File: config.mk
export PLATFORM = sky130hd
export DESIGN_NAME = ro_puf_evaluator
export DESIGN_NICKNAME = d
export VERILOG_FILES = /design/src/rtl/ro_puf_evaluator.sv
export SDC_FILE = /design/constraint.sdc
export NUM_CORES = 1
export LEC_CHECK = 0
export CORE_MARGIN = 2
export CORE_UTILIZATION = 45
export DETAILED_ROUTE_END_ITERATION = 16
export HOLD_SLACK_MARGIN = 0.06
export PLACE_DENSITY_LB_ADDON = 0.2
export SLEW_MARGIN = 20
export SYNTH_ARGS = -nofsm -noshare
export SYNTH_HDL_FRONTEND = slang
export SYNTH_SLANG_ARGS = --single-unit
export TNS_END_PERCENT = 10
File: constraint.sdc
create_clock -name CLK -period 4.9 [get_ports CLK]
set_input_delay 0.98 -clock CLK [delete_from_list [all_inputs] [get_ports CLK]]
set_output_delay 0.98 -clock CLK [all_outputs]
set_load 0.02 [all_outputs]
File: src/rtl/ro_puf_evaluator.sv
// Ring-oscillator PUF evaluator: enables a challenge pair, counts synchronised rising
// edges of both over a fixed clock window and reports which oscillator ran faster.
module ro_puf_evaluator #(
    parameter int NUM_RO      = 16,
    parameter int CNT_W       = 16,
    parameter int WINDOW      = 4096,
    parameter int SYNC_STAGES = 2
) (
    input  logic                      CLK,
    input  logic                      RST,
    input  logic                      START,
    input  logic [$clog2(NUM_RO)-1:0] CHAL_A,
    input  logic [$clog2(NUM_RO)-1:0] CHAL_B,
    input  logic [NUM_RO-1:0]         RO_IN,
    output logic [NUM_RO-1:0]         RO_EN,
    output logic                      BUSY,
    output logic                      VALID,
    output logic                      RESP,
    output logic [CNT_W-1:0]          CNT_A,
    output logic [CNT_W-1:0]          CNT_B,
    output logic                      SAT,
    output logic                      ERR
);

    localparam int IDX_W = $clog2(NUM_RO);
    localparam int TMR_W = $clog2(WINDOW + SYNC_STAGES + 2);
    localparam logic [TMR_W-1:0] SETTLE_LAST = TMR_W'(SYNC_STAGES);
    localparam logic [TMR_W-1:0] WIN_LAST    = TMR_W'(WINDOW - 1);
    localparam logic [IDX_W:0]   RO_LIMIT    = (IDX_W + 1)'(NUM_RO);
    localparam logic [CNT_W-1:0] CNT_MAX     = '1;

    typedef enum logic [2:0] {IDLE, ARM, COUNT, DRAIN, DONE} state_t;

    state_t                 state;
    logic [TMR_W-1:0]       tmr;
    logic [IDX_W-1:0]       sel_a;
    logic [IDX_W-1:0]       sel_b;
    logic [SYNC_STAGES-1:0] sync_a;
    logic [SYNC_STAGES-1:0] sync_b;
    logic                   prev_a;
    logic                   prev_b;
    logic                   rise_a;
    logic                   rise_b;
    logic                   counting;
    logic                   illegal;
    logic [CNT_W-1:0]       cnt_a_nxt;
    logic [CNT_W-1:0]       cnt_b_nxt;

    function automatic logic [CNT_W-1:0] sat_inc(input logic [CNT_W-1:0] v, input logic en);
        if (en && (v != CNT_MAX))
            return v + CNT_W'(1);
        return v;
    endfunction

    function automatic logic [NUM_RO-1:0] onehot(input logic [IDX_W-1:0] idx);
        logic [NUM_RO-1:0] oh;
        oh      = '0;
        oh[idx] = 1'b1;
        return oh;
    endfunction

    always_comb begin
        rise_a    = sync_a[SYNC_STAGES-1] & ~prev_a;
        rise_b    = sync_b[SYNC_STAGES-1] & ~prev_b;
        counting  = (state == COUNT) || (state == DRAIN);
        cnt_a_nxt = sat_inc(CNT_A, counting & rise_a);
        cnt_b_nxt = sat_inc(CNT_B, counting & rise_b);
        illegal   = (CHAL_A == CHAL_B) || ({1'b0, CHAL_A} >= RO_LIMIT)
                    || ({1'b0, CHAL_B} >= RO_LIMIT);
    end

    // Only the two latched channels are muxed in and synchronised.
    always_ff @(posedge CLK or posedge RST) begin
        if (RST) begin
            sync_a <= '0;
            sync_b <= '0;
            prev_a <= 1'b0;
            prev_b <= 1'b0;
        end else begin
            sync_a <= {sync_a[SYNC_STAGES-2:0], RO_IN[sel_a]};
            sync_b <= {sync_b[SYNC_STAGES-2:0], RO_IN[sel_b]};
            prev_a <= sync_a[SYNC_STAGES-1];
            prev_b <= sync_b[SYNC_STAGES-1];
        end
    end

    always_ff @(posedge CLK or posedge RST) begin
        if (RST) begin
            state <= IDLE;
            tmr   <= '0;
            sel_a <= '0;
            sel_b <= '0;
            RO_EN <= '0;
            BUSY  <= 1'b0;
            VALID <= 1'b0;
            RESP  <= 1'b0;
            CNT_A <= '0;
            CNT_B <= '0;
            SAT   <= 1'b0;
            ERR   <= 1'b0;
        end else begin
            case (state)
                IDLE, DONE: begin
                    if (START) begin
                        CNT_A <= '0;
                        CNT_B <= '0;
                        SAT   <= 1'b0;
                        RESP  <= 1'b0;
                        tmr   <= '0;
                        if (illegal) begin
                            state <= DONE;
                            VALID <= 1'b1;
                            ERR   <= 1'b1;
                            BUSY  <= 1'b0;
                            RO_EN <= '0;
                        end else begin
                            state <= ARM;
                            sel_a <= CHAL_A;
                            sel_b <= CHAL_B;
                            VALID <= 1'b0;
                            ERR   <= 1'b0;
                            BUSY  <= 1'b1;
                            RO_EN <= onehot(CHAL_A) | onehot(CHAL_B);
                        end
                    end
                end
                ARM: begin
                    // Synchronisers fill here; edges seen now are not counted.
                    if (tmr == SETTLE_LAST) begin
                        tmr   <= '0;
                        state <= COUNT;
                    end else begin
                        tmr <= tmr + TMR_W'(1);
                    end
                end
                COUNT: begin
                    CNT_A <= cnt_a_nxt;
                    CNT_B <= cnt_b_nxt;
                    SAT   <= SAT | (cnt_a_nxt == CNT_MAX) | (cnt_b_nxt == CNT_MAX);
                    if (tmr == WIN_LAST) begin
                        tmr   <= '0;
                        state <= DRAIN;
                        RO_EN <= '0;
                    end else begin
                        tmr <= tmr + TMR_W'(1);
                    end
                end
                DRAIN: begin
                    // Oscillators are off; edges still in the synchronisers land now.
                    CNT_A <= cnt_a_nxt;
                    CNT_B <= cnt_b_nxt;
                    SAT   <= SAT | (cnt_a_nxt == CNT_MAX) | (cnt_b_nxt == CNT_MAX);
                    if (tmr == SETTLE_LAST) begin
                        tmr   <= '0;
                        state <= DONE;
                        BUSY  <= 1'b0;
                        VALID <= 1'b1;
                        RESP  <= (cnt_a_nxt > cnt_b_nxt);
                    end else begin
                        tmr <= tmr + TMR_W'(1);
                    end
                end
                default: state <= IDLE;
            endcase
        end
    end

endmodule

# ---- Word level (Yosys, flattened, before mapping)
# Cells that the tools add are included.
dict set report classes {
  add_sub_neg 3
  shift 0
  reduce_logical 20
  div_mod_pow 0
  n_eq_ne 15
  mul 0
  n_lt_le_gt_ge 7
  bitwise_logic 10
  muxes 43
}
# cell count
set ops {}
lappend ops {{16-bit 2-to-1 mux} 8}
lappend ops {{16-bit case mux with 2 select lines} 3}
lappend ops {{13-bit 2-to-1 mux} 3}
lappend ops {{13-bit case mux with 3 select lines} 1}
lappend ops {{16-bit by 1-bit adder with 16-bit output, second input constant} 2}
lappend ops {{16-bit equality test, second input constant} 2}
lappend ops {{16-bit inequality test, second input constant} 2}
lappend ops {{4-bit by 5-bit < comparator with 1-bit output, second input constant} 4}
lappend ops {{16-bit greater-than comparator} 1}
lappend ops {{16-bit bitwise OR} 1}
lappend ops {{3-bit 2-to-1 mux} 5}
lappend ops {{1-bit 2-to-1 mux} 14}
lappend ops {{13-bit by 1-bit adder with 13-bit output, second input constant} 1}
lappend ops {{13-bit by 12-bit equality test with 1-bit output, second input constant} 1}
lappend ops {{13-bit by 2-bit equality test with 1-bit output, second input constant} 1}
lappend ops {{3-bit case mux with 4 select lines} 1}
lappend ops {{3-bit AND reduction} 3}
lappend ops {{1-bit binary-select mux with 4-bit select} 2}
lappend ops {{1-bit demux with 4-bit select} 2}
lappend ops {{4-bit by 1-bit greater-or-equal comparator with 1-bit output, second input constant} 2}
lappend ops {{1-bit case mux with 2 select lines} 4}
lappend ops {{3-bit by 2-bit equality test with 1-bit output, second input constant} 2}
lappend ops {{2-bit AND reduction} 3}
lappend ops {{2-bit nonzero test} 3}
lappend ops {{14 further kinds} 27}
dict set report word_totals {
  word_cells 114
  register_bits 83
  latchBits 0
  romBits 0
  output_inout_bits 53
  ram_bits 0
  memories 0
}

# ---- Depth between registers and ports, before layout
# Gate-level depths: netlist of the first run.
dict set report logic_depth {
  word_depth 10
  mapped_depth 16
  ltp_nobuf 15
}

# ---- Worst setup path after synthesis of the first run
# OpenSTA, ideal clock, no wires.
dict set report synth_timing {
  path_kind {register to register}
  start {reg CNT_B[0]}
  end {reg RESP}
  path_stages_with_launch 15
  arrival_ns 3.117
  setup_time_ns 0.135
  synth_period_minus_slack_ns 3.252
  required_time_ns 4.765
  path_slack_ns 1.648
  n_path_buf 1
  path_cell_list {dfrtp_1 > ha_1 > nand4_1 > o41ai_2 > buf_6 > nor2_1 > and3_1 > xnor2_1 > ha_1 > nor2b_1 > o21ai_0 > a21oi_1 > a221oi_1 > and3_1 > o22ai_1}
}
dict set report synth_via {
  elab_chain_cells 7
}
# item line
set synth_rtl {}
lappend synth_rtl {{start, declared} 20} ;# output logic [CNT_W-1:0] CNT_B,
lappend synth_rtl {{start signal, assigned} 138} ;# CNT_B <= cnt_b_nxt;
lappend synth_rtl {{start signal, assigned} 151} ;# CNT_B <= cnt_b_nxt;
lappend synth_rtl {{parallel branches: the longest is 3 deep, another holds 16-bit by 1-bit adder with 16-bit output} n/a}
lappend synth_rtl {{16-bit 2-to-1 mux *} 52} ;# return v;
lappend synth_rtl {{16-bit greater-than comparator *} 158} ;# RESP <= (cnt_a_nxt > cnt_b_nxt);
lappend synth_rtl {{1-bit 2-to-1 mux *} 153} ;# if (tmr == SETTLE_LAST) begin
lappend synth_rtl {{1-bit case mux with 2 select lines *} 102} ;# case (state)
lappend synth_rtl {{end signal, assigned} 158}
lappend synth_rtl {{end, declared} 18} ;# output logic RESP,
# Mark *: on every way between the ends. The select of a mux whose other input is x is not followed.
# A chain may end at the register's enable or synchronous reset.

# ---- Worst setup path after layout of the first run
# Same ends and word-level chain as after synthesis.

==> impl_metrics.ini, run 1 <==
[layout]
share_of_layout_cells_above_drive_strength_1_pct = 7.956
final_core_util_pct = 56.33
antenna_cells = 0
design.final.nets = 682
layout.cells.non_filler = 784
fillCellCount = 1029
flow.area_growth_from_synthesis_pct = 22.14

[die]
top_level_port_count = 80
die_height_um = 112.2
die_x_um = 112.2
floorplan.initialDensity_pct = 46.12
std_cell_rows = 39
die_area_um2 = 12580
placeableCoreArea_um2 = 11420

[timing]
timing.final.crit_period_ns = 3.464
final-setup-viol-count = 0
layout_worst_path_cycle_share_pct = 70.70
timing.fmax_mhz = 288.6
worst_slew_pin_slew_ns = 0.9247
headroom_to_the_max_slew_limit_pct = 38.28
slew_violations = 0
skew_ns = 0.007162
setup_total_negative_slack_ns = 0
whs_ns = 0.3538
final-hold-violation-count = 0
rsz_0062_raised_after_global_routing = false

[route]
dr_drc_count = 0
route.final.wire_length_um = 13360
drtPass1Iterations = 5
avgRoutedWirePerCell_um = 17.03
drtAntennaViolNets = 0
routed-via-count = 4666
via_cell_ratio = 5.952
drt_first_iter_violations = 314

[global_routing]
grt_max_degree = 55
via_count_of_the_first_global_routing_pass = 4376
grt_remaining_overflow = 0
first_pass_grt_wire_length_um = 22140
grtUsageTotal_pct = 21.84
grt_antenna_before_repair = 0

[logic_synthesis]
synthDominantCellAreaShare_pct = 39.44
syn-instance-count = 578
yosys_warnings = 0
yosys-top-cells-count = sky130_fd_sc_hd__nand2_1, sky130_fd_sc_hd__dfrtp_1, sky130_fd_sc_hd__nand3_1
post_synth_instance_area_um2 = 5266
synth_top_area_cell = sky130_fd_sc_hd__dfrtp_1
yosysUniqueCellTypes = 69
syn_avg_cell_area_um2 = 9.111
yosysMostFrequentCell = sky130_fd_sc_hd__nand2_1
synth_enable_flop_cells = 0
synth-seq-area-share_pct = 39.44
yosys_most_used_dff = sky130_fd_sc_hd__dfrtp_1
ys_ff_latch = 83
post_synth_main_area_contributors = sky130_fd_sc_hd__dfrtp_1, sky130_fd_sc_hd__nand2_1, sky130_fd_sc_hd__ha_1
synth_fp_nets = 624
synth_async_sr_flop_share_pct = 100.0

[pwr]
internal_power_uw = 2042
p_clk_share_pct = 22.6
p_leak_uw = 0.002634
comb_power_share_pct = 43.4
switching_share_pct = 39.88
power_uw = 3397
power_switching_uw = 1355
vdd_ir_drop_max_mv = 0.2724
power.density_nw_per_um2 = 528.1
power_frac_seq_pct = 34.0

[outcome]
outcome = complete, no violations

[critical_path]
reg2reg_setup_slack_ns = 1.44
timing.critical_path.from_type = flop
wp_buf_inv = 1
timing.critical_path.slowest_stage_cell = sky130_fd_sc_hd__dfrtp_1
endpoint_type_of_the_worst_setup_path = flop
cp.required_ns = 5.12
delay_contributed_by_the_slowest_stage_of_the_critical_path_ns = 0.49
critPathKind = flop to flop
largest_delay_share_family_worst_path = compound AO/OA/AOI/OAI gates
crit_arrival_ns = 3.69
crit_path_cell_trace = ha_1 -> nand4_1 -> o41ai_2 -> buf_4 -> nor2_1 -> and3_1 -> xnor2_1 -> ha_1 -> nor2b_1 -> o21ai_0 -> a21oi_1 -> a221oi_1 -> and3_1 -> o22ai_1
crit_fanout = 12

[cts]
number_of_buffers_added_by_the_clock_tree_synthesis_step = 9
clock_sinks = 83
cts-root-to-sink-buffers = 2
cts.root.buffer_cell = sky130_fd_sc_hd__clkbuf_16
clkLatencyLatePin_ns = 0.35
post_cts.resized_instances = 0
number_of_post_cts_setup_repair_buffers = 0
tritoncts = built
cts_hold_buf = 0
htree_num_levels = 3
cts.clk_slew.worst_paths_ns = 0.07

[place]
gpl.final_weighted_congestion = 0.9822
portBuffers = 79
hpwlAfterDp_um = 9879
dp_cells = 768

[hold_path]
min_path_type = flop to flop

[job]
maxCapViolations = 0
-- per-stage QoR --
step                cell area, um^2  setup WS [ns]
global placement               6087          1.611
detailed placement             6087          1.490
floorplan                      5266          1.648
CTS                            6425          1.463
finish                         6432          1.436
global route                   6432          1.175
-- kinds of logic (layout without fill, tap and decap cells) --
group	count (synthesis)	count (layout)	synth area share, %
flip-flops	83	83	39.44
adder cells (fa/ha/maj)	19	19	4.514
buffers and inverters	51	114	4.490
AND/OR/NAND/NOR	264	264	25.87
AO/OA/AOI/OAI	107	107	13.64
XOR/XNOR	34	34	5.797
multiplexers	20	20	6.249
-- state kept, by name, summed over array words and instances (netlist names) --
signal  cells
CNT_B      16
BUSY        1
prev_a      1
SAT         1
ERR         1
CNT_A      16
sync_b      2
RO_EN      16
sel_b       4
state       3
VALID       1
tmr        13
sync_a      2
RESP        1
prev_b      1
sel_a       4
-- power by group through the flow --
| stage | registers (uW) | clock network [uW] | logic, uW |
|---|---|---|---|
| finish | 1150 | 769 | 1470 |
| global route | 1190 | 804 | 1610 |
| CTS | 1150 | 779 | 1480 |
| detailed placement | 1160 | 0 | 1470 |
| global placement | 1150 | 0 | 1440 |
| floorplan | 1220 | 0 | 906 |
-- layer usage --
layer	vias up	global-route usage [%]	wire length (um)
met5	-	0	0
met4	0	9.187	282
met2	191	34.42	6138
li1	2217	-	-
met1	2239	29.70	5962
met3	19	4.158	971
-- path summary, 6_finish.rpt --
check	cells after the start	end	from
max reg2reg	14	RESP	CNT_B[0]
max	14	RESP	CNT_B[0]
min in group asynchronous	2	tmr[1]	RST
max in group asynchronous	3	CNT_B[12]	RST
min	0	sync_a[1]	sync_a[0]
min reg2reg	0	sync_a[1]	sync_a[0]
-- area by class of cell --
class | instances | area (um^2) | area share [%]
Tap cell | 143 | 178.9 | 2.782
Sequential cell | 83 | 2077 | 32.29
Clock buffer | 11 | 252.7 | 3.929
Inverter | 16 | 61.31 | 0.9531
Multi-Input combinational cell | 444 | 2964 | 46.08
Timing Repair Buffer | 82 | 813.3 | 12.64
Clock inverter | 5 | 85.08 | 1.323
-- worst register-to-register path, cell delays in order, from the launching register on --
cell	delay [ns]
sky130_fd_sc_hd__dfrtp_1	0.49
sky130_fd_sc_hd__ha_1	0.29
sky130_fd_sc_hd__nand4_1	0.26
sky130_fd_sc_hd__o41ai_2	0.39
sky130_fd_sc_hd__buf_4	0.23
sky130_fd_sc_hd__nor2_1	0.09
sky130_fd_sc_hd__and3_1	0.21
sky130_fd_sc_hd__xnor2_1	0.18
sky130_fd_sc_hd__ha_1	0.27
sky130_fd_sc_hd__nor2b_1	0.13
sky130_fd_sc_hd__o21ai_0	0.14
sky130_fd_sc_hd__a21oi_1	0.08
sky130_fd_sc_hd__a221oi_1	0.29
sky130_fd_sc_hd__and3_1	0.20
sky130_fd_sc_hd__o22ai_1	0.07
-- layout by cell type (no fill, tap or decap), types with 10 or more instances in the layout --
master	instances
sky130_fd_sc_hd__a21oi_1	17
sky130_fd_sc_hd__nand2_1	91
sky130_fd_sc_hd__xor2_1	18
sky130_fd_sc_hd__ha_1	19
sky130_fd_sc_hd__nand3_1	38
sky130_fd_sc_hd__dfrtp_1	83
sky130_fd_sc_hd__o21ai_0	27
sky130_fd_sc_hd__nor2b_1	12
sky130_fd_sc_hd__clkdlybuf4s50_1	79
sky130_fd_sc_hd__and3_1	13
sky130_fd_sc_hd__o31ai_1	17
sky130_fd_sc_hd__xnor2_1	15
sky130_fd_sc_hd__nor3_1	12
sky130_fd_sc_hd__nand4_1	16
sky130_fd_sc_hd__inv_1	14
sky130_fd_sc_hd__mux4_2	10
sky130_fd_sc_hd__nor2_1	33
(Power assumes the default switching activity.)
==> run 2, diff against run 1 <==
- clock period: 4.9 -> 3 ns (I/O delays scaled with it)
==> run 2 against run 1 <==
The flow now finishes with violations (negative setup slack). Sequential power increased by 53%. Die area unchanged. Final cell count increased by 9.3%. Utilization increased by 6.2 points. Critical path depth decreased by 2.
==> impl_metrics.ini, run 2 (same netlist as run 1, synthesis figures left out) <==
[place]
pre_cts_slack_ns = -0.1291
hpwlAfterDp_um = 10790
gpl.final_weighted_congestion = 0.9309
portBuffers = 79
dp_cells = 831
dpl_cell_area_um2 = 6596

[pwr]
p_leak_uw = 0.003001
comb_power_share_pct = 51.3
p_clk_share_pct = 19.2
vdd_ir_drop_max_mv = 0.5494
internal_power_uw = 3579
switching_share_pct = 40.07
power.density_nw_per_um2 = 836.8
power_switching_uw = 2393
power_frac_seq_pct = 29.5

[layout]
flow.area_growth_from_synthesis_pct = 35.52
finish.instance_area_um2 = 7137
layout.cells.non_filler = 857
fillCellCount = 962
final_cell_mix = sky130_fd_sc_hd__nand2_1, sky130_fd_sc_hd__clkdlybuf4s50_1, sky130_fd_sc_hd__dfrtp_1, sky130_fd_sc_hd__buf_4, sky130_fd_sc_hd__nand3_1
design.final.nets = 755
antenna_cells = 0
final-seq-area_um2 = 2088
share_of_layout_cells_above_drive_strength_1_pct = 21.71
final_common_cell = sky130_fd_sc_hd__nand2_1
layout_top_registers = CNT_A (16), CNT_B (16), RO_EN (16)
multi_input_logic_area_um2 = 3127

[critical_path]
reg2reg_setup_slack_ns = -0.09
crit_arrival_ns = 3.31
timing.critical_path.slowest_stage_cell = sky130_fd_sc_hd__or4_4
endpoint_type_of_the_worst_setup_path = flop
crit_fanout = 4
critPathKind = flop to flop
largest_delay_share_family_worst_path = simple AND/OR/NAND/NOR gates
crit_path_cell_trace = buf_6 -> nand3_4 -> or4_4 -> or3_4 -> xor2_4 -> ha_4 -> or3_1 -> o21ai_1 -> a21oi_1 -> a221oi_2 -> and3_1 -> o22ai_1
timing.critical_path.from_type = flop
cp.required_ns = 3.22
wp_buf_inv = 1
delay_contributed_by_the_slowest_stage_of_the_critical_path_ns = 0.54

[timing]
worst_slew_pin_slew_ns = 0.6978
final-hold-violation-count = 0
whs_ns = 0.3517
rsz_0062_raised_after_global_routing = true
skew_ns = 0.007329
final-setup-viol-count = 1
slew_violations = 0
timing.fmax_mhz = 323.7
timing.final.crit_period_ns = 3.090
layout_worst_path_cycle_share_pct = 103.0
headroom_to_the_max_slew_limit_pct = 52.99
worst_slack_ns = -0.08959

[route]
via_cell_ratio = 5.931
dr_drc_count = 0
route.final.wire_length_um = 15050
drtPass1Iterations = 5
routed-via-count = 5083
avgRoutedWirePerCell_um = 17.56
drt_first_iter_violations = 291
drtAntennaViolNets = 0

[cts]
cts.clk_slew.worst_paths_ns = 0.06
cts.root.buffer_cell = sky130_fd_sc_hd__clkbuf_16
htree_num_levels = 3
number_of_buffers_added_by_the_clock_tree_synthesis_step = 9
cts-root-to-sink-buffers = 2
tritoncts = built
clock_sinks = 83
clkLatencyLatePin_ns = 0.35
cts_hold_buf = 0

[global_routing]
grt_max_degree = 50
first_pass_grt_wire_length_um = 24160
grt_remaining_overflow = 0
via_count_of_the_first_global_routing_pass = 4893
grt_antenna_before_repair = 0
grtUsageTotal_pct = 23.89

[job]
maxCapViolations = 0

[hold_path]
min_path_type = flop to flop

[die]
std_cell_rows = 39
die_height_um = 112.2
floorplan.initialDensity_pct = 46.12
top_level_port_count = 80
placeableCoreArea_um2 = 11420
die_x_um = 112.2
die_area_um2 = 12580

[outcome]
failed_checks = negative setup slack
outcome = finished with violations
## run 2: power by group through the flow
stage	sequential, uW	combinational [uW]	clock, uW
2_1_floorplan	2000	1480	0
3_3_place_gp	1750	2780	0
3_5_place_dp	1770	2860	0
4_1_cts	1760	2930	1160
5_1_grt	1810	3320	1210
6_report	1760	3070	1140
## run 2: metal layers
layer	vias up	GRT usage, %	part of all wire [%]
li1	2368	-	-
met5	-	0	0
met2	202	39.68	49
met3	21	4.806	6.2
met4	0	7.886	1.8
met1	2492	31.53	43
## run 2: worst paths after layout
| kind | startpoint | end | cells after the start |
|---|---|---|---|
| hold / removal | sync_b[0] | sync_b[1] | 0 |
| setup reg to reg | CNT_B[0] | RESP | 12 |
| min in group asynchronous | RST | tmr[4] | 2 |
| hold reg to reg | sync_b[0] | sync_b[1] | 0 |
| setup / recovery | CNT_B[0] | RESP | 12 |
| max in group asynchronous | RST | CNT_B[7] | 3 |
## run 2: repair_timing
action,in CTS,in global routing
resized for setup,6,22
pin swaps,9,16
setup endpoints to repair,1,1
buffers inserted,4,7
## run 2: per-stage QoR
stage / total power [uW] / setup TNS (ns) / utilization [%]
floorplan: 3482 / 0 / -
global placement: 4534 / -0.03927 / 57.77
detailed placement: 4628 / -0.1291 / 57.77
CTS: 5842 / 0 / 60.94
global route: 6347 / -0.1683 / 62.50
finish: 5972 / -0.08959 / 62.50
## run 2: final cells by class
cell class / instances / area share, %
sequential: 83 / 29.26
clock buffer: 10 / 3.349
tap: 143 / 2.507
clock inverter: 6 / 0.9116
timing repair buffer: 155 / 19.30
inverter: 16 / 0.8590
multi-input combinational: 444 / 43.81
==> run 3, diff against run 2 <==
- CORE_MARGIN: 2 -> unset
==> run 3 against run 2 <==
The flow still finishes with violations (negative setup slack). Routed wire length shrank 0.23%. Worst setup slack gained 0.024 ns. First-iteration DRC count grew 26%. Final cell count shrank 0.35%. Clock skew grew 0.00052 ns. Final area grew 1.2%. Critical endpoint unchanged. Power grew 1.2%. Critical path depth grew 2. Sequential power is essentially flat. Maximum frequency grew 0.80%. Die area shrank 3.5%. Sequential share of layout area shrank 0.35 points.
==> impl_metrics.ini, run 3 (same netlist as run 1, synthesis figures left out) <==
[timing]
timing.final.crit_period_ns = 3.065
setup_total_negative_slack_ns = -0.06517
skew_ns = 0.007848
headroom_to_the_max_slew_limit_pct = 54.85
final-hold-violation-count = 0
layout_worst_path_cycle_share_pct = 102.2
worst_slew_pin_slew_ns = 0.6754
timing.fmax_mhz = 326.2
slew_violations = 0
rsz_0062_raised_after_global_routing = true
worst_slack_ns = -0.06517
final-setup-viol-count = 1

[global_routing]
grtUsageTotal_pct = 25.93
grt_max_degree = 64
first_pass_grt_wire_length_um = 24010
grt_antenna_before_repair = 0
grt_remaining_overflow = 0
via_count_of_the_first_global_routing_pass = 4878

[pwr]
power.density_nw_per_um2 = 836.7
power_uw = 6045
switching_share_pct = 39.22
power_frac_seq_pct = 29.1
comb_power_share_pct = 50.8
vdd_ir_drop_max_mv = 0.5020
p_leak_uw = 0.003043
internal_power_uw = 3674
power_switching_uw = 2371
p_clk_share_pct = 20.1

[place]
hpwlAfterDp_um = 10890
portBuffers = 79
dpl_cell_area_um2 = 6589
gpl.final_weighted_congestion = 0.9596

[critical_path]
endpoint_type_of_the_worst_setup_path = flop
delay_contributed_by_the_slowest_stage_of_the_critical_path_ns = 0.43
crit_path_cell_trace = ha_4 -> nand4_1 -> o41ai_4 -> buf_4 -> nor2_4 -> and3_4 -> xnor2_2 -> ha_1 -> nor2b_1 -> o21ai_1 -> a21oi_1 -> a221oi_2 -> and3_1 -> o22ai_1
wp_buf_inv = 1
reg2reg_setup_slack_ns = -0.07
crit_arrival_ns = 3.28
cp.required_ns = 3.21
timing.critical_path.slowest_stage_cell = sky130_fd_sc_hd__o41ai_4
crit_fanout = 4
critPathKind = flop to flop
worst_r2r_src = CNT_B[1]
largest_delay_share_family_worst_path = compound AO/OA/AOI/OAI gates
r2r.worst_path.cells = 14
worst_r2r_end = RESP
timing.critical_path.from_type = flop

[cts]
tritoncts = built
clkLatencyLatePin_ns = 0.35
cts.clk_slew.worst_paths_ns = 0.06
cts.root.buffer_cell = sky130_fd_sc_hd__clkbuf_16
clock_sinks = 83
cts_hold_buf = 0
htree_num_levels = 3
cts-root-to-sink-buffers = 2
number_of_buffers_added_by_the_clock_tree_synthesis_step = 9

[die]
top_level_port_count = 80
std_cell_rows = 39
placeableCoreArea_um2 = 11420
floorplan.initialDensity_pct = 46.12
die_x_um = 110.2
die_area_um2 = 12140
die_height_um = 110.2

[layout]
share_of_layout_cells_above_drive_strength_1_pct = 22.78
fillCellCount = 956
final_cell_mix = sky130_fd_sc_hd__nand2_1, sky130_fd_sc_hd__clkdlybuf4s50_1, sky130_fd_sc_hd__dfrtp_1, sky130_fd_sc_hd__buf_4, sky130_fd_sc_hd__nand3_1
antenna_cells = 0
final_core_util_pct = 63.27
layout_top_registers = CNT_A (16), CNT_B (16), RO_EN (16)
design.final.nets = 753
flow.area_growth_from_synthesis_pct = 37.18
finish.instance_area_um2 = 7224
final_common_cell = sky130_fd_sc_hd__nand2_1

[route]
routed-via-count = 5022
dr_drc_count = 0
drtAntennaViolNets = 0
drtPass1Iterations = 5
drt_first_iter_violations = 367
via_cell_ratio = 5.881
avgRoutedWirePerCell_um = 17.58
route.final.wire_length_um = 15010

[outcome]
failed_checks = negative setup slack
outcome = finished with violations

[hold_path]
whs_endpoint = sync_a[1]
hp-start = sync_a[0]
min_path_type = flop to flop
hold_depth = 0

[job]
maxCapViolations = 0
## run 3: changes by cell type in the layout (fill, tap and decap cells not counted), moves of 2 or more
cell                     before  now
sky130_fd_sc_hd__nor3_4       0    3
sky130_fd_sc_hd__xor2_1      16   14
sky130_fd_sc_hd__nor3_2       3    0
sky130_fd_sc_hd__and3_4       0    3
sky130_fd_sc_hd__xor2_2       2    4
sky130_fd_sc_hd__and3_1      13   10
sky130_fd_sc_hd__buf_4       74   72
## run 3: power by group through the flow
stage	clock network, uW	registers, uW	logic, uW
final	1210	1760	3070
after global routing	1290	1800	3340
after CTS	1240	1750	2950
after detailed placement	0	1770	2870
after global placement	0	1750	2790
after floorplan	0	2000	1480
## run 3: worst max-delay path by stage
stage | startpoint | to | slack, ns | cells past startpoint
finish | CNT_B[1] | RESP | -0.07 | 14
floorplan | CNT_B[12] | RESP | 0.01 | 14
detailed placement | CNT_A[1] | RESP | -0.11 | 15
global route | CNT_B[1] | RESP | -0.18 | 14
global placement | prev_b | RESP | -0.003 | 12
CTS | CNT_A[1] | RESP | 0.007 | 16
## run 3: metrics by stage
step	instances	setup WS, ns	hold slack [ns]
after global routing	854	-0.1762	0.3510
after global placement	830	-0.002828	0.3345
after floorplan	578	0.01218	0.3312
after detailed placement	830	-0.1067	0.3364
after CTS	847	0.007198	0.3490
final	854	-0.06517	0.3460
## run 3: cell type report
type	count	area, um^2	area share [%]
multi-input combinational	444	3207	44.39
sequential	83	2088	28.91
timing repair buffer	153	1363	18.86
clock buffer	11	252.7	3.498
tap	143	178.9	2.477
clock inverter	4	73.82	1.022
inverter	16	61.31	0.8486
## run 3: what timing repair did
item | CTS | global route
pin swaps | 9 | 25
setup buffers | 2 | 8
resized for setup | 8 | 35
endpoints found under the setup margin | 1 | 1
hold endpoints to repair | 0 | 0
## run 3: metal layers
layer / routed length [um] / track usage, %
met1: 6421 / 33.33
met2: 7307 / 42.54
met3: 901 / 5.820
met4: 380 / 10.06
met5: 0 / 0
## run 3: worst register-to-register path, stage by stage (launching register included)
cell	delay, ns
sky130_fd_sc_hd__dfrtp_2	0.42
sky130_fd_sc_hd__ha_4	0.15
sky130_fd_sc_hd__nand4_1	0.19
sky130_fd_sc_hd__o41ai_4	0.43
sky130_fd_sc_hd__buf_4	0.21
sky130_fd_sc_hd__nor2_4	0.05
sky130_fd_sc_hd__and3_4	0.15
sky130_fd_sc_hd__xnor2_2	0.14
sky130_fd_sc_hd__ha_1	0.31
sky130_fd_sc_hd__nor2b_1	0.14
sky130_fd_sc_hd__o21ai_1	0.15
sky130_fd_sc_hd__a21oi_1	0.10
sky130_fd_sc_hd__a221oi_2	0.25
sky130_fd_sc_hd__and3_1	0.19
sky130_fd_sc_hd__o22ai_1	0.07
==> RTL change: new RTL, config.mk and constraints of run 2 <==
Re-encode `state_t` (5 states) as one-hot, 5 bits wide.
--- a/src/rtl/ro_puf_evaluator.sv
+++ b/src/rtl/ro_puf_evaluator.sv
@@ -29,7 +29,7 @@
     localparam logic [IDX_W:0]   RO_LIMIT    = (IDX_W + 1)'(NUM_RO);
     localparam logic [CNT_W-1:0] CNT_MAX     = '1;
 
-    typedef enum logic [2:0] {IDLE, ARM, COUNT, DRAIN, DONE} state_t;
+    typedef enum logic [4:0] {IDLE = 5'b00001, ARM = 5'b00010, COUNT = 5'b00100, DRAIN = 5'b01000, DONE = 5'b10000} state_t;
 
     state_t                 state;
     logic [TMR_W-1:0]       tmr;
Function: same outputs for any inputs over 4 cycles, from zero or initial values and one cycle with RST high; so few cycles prove little.
==> RTL change against run 2 <==
  * The run still ends with negative setup slack left
  * Sequential cell count increased by 2
  * Setup slack got worse by 0.31 ns
  * Wire length rose by 2.2%
  * Cell count grew 4.4%
  * Area after synthesis increased by 2.8%
  * Sequential power shrank 5%
  * Count of clock-buffer cells in the layout increased by 3
  * Clock power is 9% higher
  * Total power fell by 17%
  * Final area rose by 6.1%
  * Synthesized cell count is 1.9% lower
  * Clock skew is essentially flat
  * Critical endpoint unchanged
  * Largest power group unchanged
==> RTL change: results (changes against run 2) <==
[run_status]
status=finished with violations
violations=negative setup slack

[critical_path]
cpMaxStageDelayCell=or3b_4
cp_max_fo=5  ; +1
max_stage_delay_ns=0.45  ; -0.09 ns
r2r_cells=13  ; +1
r2r_start=state[4]
cp.arrival_ns=3.64  ; +0.33 ns

[finish]
inverters=13  ; -3
multi_input_area_share=0.4255  ; -0.01261
instances_no_fill=895  ; +4.4%
n_all_buffers=192  ; +24%
multi_input_gates=442  ; -0.45%
n_fill_cell=991  ; +3.0%
final_util=0.6386  ; +0.01358
nNetsFinal=789  ; +4.5%
num_antenna_cells=0  ; unchanged
buf_share=0.2190  ; +0.02601
clockBufferCount=13  ; +3
seqCellArea_sq_um=2131  ; +2.0%
clk_share=0.04328  ; +0.0006756
drive_gt1_frac=0.2406  ; +0.02355

[pwr]
vdd_drop_max_mv=0.5169  ; -5.9%
seq_power_mw=1.67  ; -5%
intPower_mw=3.123  ; -13%
power.leakage_nw=3.310  ; +10%

[synthesis]
seq_area_frac_synth=0.3932  ; -0.001189
synth_cells=567  ; -1.9%
ys_ff_latch=85  ; +2.4%
synthDistinctLibCells=60  ; -13%
yosys-top-cells-count=dfrtp_1 (84), nand2_1 (67), nor2_1 (34)
synthTopCellsByArea=dfrtp_1 (39%), xnor2_1 (4.9%), nand2_1 (4.6%)
synth_nets=613  ; -1.8%

[sta]
setup_viol=1  ; unchanged
setup_ws_ns=-0.4009  ; -0.3113 ns
skew_ns=0.007515  ; +0.0001858 ns
max_slew_margin=0.3629  ; -0.1670

[detailed_routing]
routed_via_density=5.782  ; -2.5%
drt_pass1_iterations=4  ; -1
detailedRoute.firstIterationViolations=296  ; +1.7%
detail_route.wl_per_cell_um=17.18  ; -2.1%

[clock_tree]
cts-root-buf=clkbuf_16

[global_route]
grt_max_degree=86  ; +72%
grt_usage=0.2401  ; +0.001178
grt_pass1_wl_um=24540  ; +1.6%
grt_pass1_vias=5161  ; +5.5%

[place]
dp_cells=874  ; +5.2%
dp_worst_setup_slack_ns=-0.4640  ; -0.3349 ns
place_congestion=0.8847  ; -5.0%
postPlaceCellArea_sq_um=7123  ; +8.0%
hpwl_um=11540  ; +7.0%

[RTL change: changes by cell type in the layout (fill, tap and decap cells not counted), moves of 5 or more]
cell,before,now
mux2_2,3,9
xor2_1,16,11
buf_4,74,110
xnor2_1,10,26
dfrtp_2,9,2
and2_1,3,8
and4_1,5,11
a21oi_1,15,9
nand2_1,91,67
a21o_1,4,12
a32oi_1,1,6
dfrtp_1,74,82
nand3_1,37,30
[RTL change: through the flow]
step | TNS, ns | total power [mW]
floorplan | -0.4338 | 2.903
global placement | -0.3354 | 3.621
detailed placement | -0.4640 | 3.685
CTS | -0.3734 | 4.952
global route | -0.5341 | 5.205
finish | -0.4009 | 4.931
[RTL change: worst min-delay path by stage]
stage | slack, ns | cells after the start | to | from
global route | 0.37 | 0 | sync_b[1] | sync_b[0]
CTS | 0.36 | 0 | sync_b[1] | sync_b[0]
finish | 0.36 | 0 | sync_b[1] | sync_b[0]
floorplan | 0.33 | 0 | sync_a[1] | sync_a[0]
detailed placement | 0.35 | 0 | sync_b[1] | sync_b[0]
global placement | 0.34 | 0 | sync_a[1] | sync_a[0]
[RTL change: cells by family after synthesis]
family	Yosys count	share of synthesized area
adder cells (fa/ha/maj)	19	0.04392
AO/OA/AOI/OAI	111	0.1399
XOR/XNOR	43	0.07097
buffers and inverters	40	0.03306
flip-flops	85	0.3932
AND/OR/NAND/NOR	240	0.2402
multiplexers	29	0.07883
[RTL change: repair_timing]
item / 4_1_cts / 5_1_grt
endpoints found under the setup margin: 1 / 1
setup buffers: 4 / 1
pin swaps: 8 / 6
gates cloned: 0 / 0
resized for setup: 10 / 6
[RTL change: routing by layer]
metal,global-route usage,share of wire,vias to the layer above
met5,0,0,-
li1,-,-,2459
met4,0.1211,0.036,0
met3,0.04357,0.054,39
met1,0.2864,0.41,2480
met2,0.4168,0.50,197
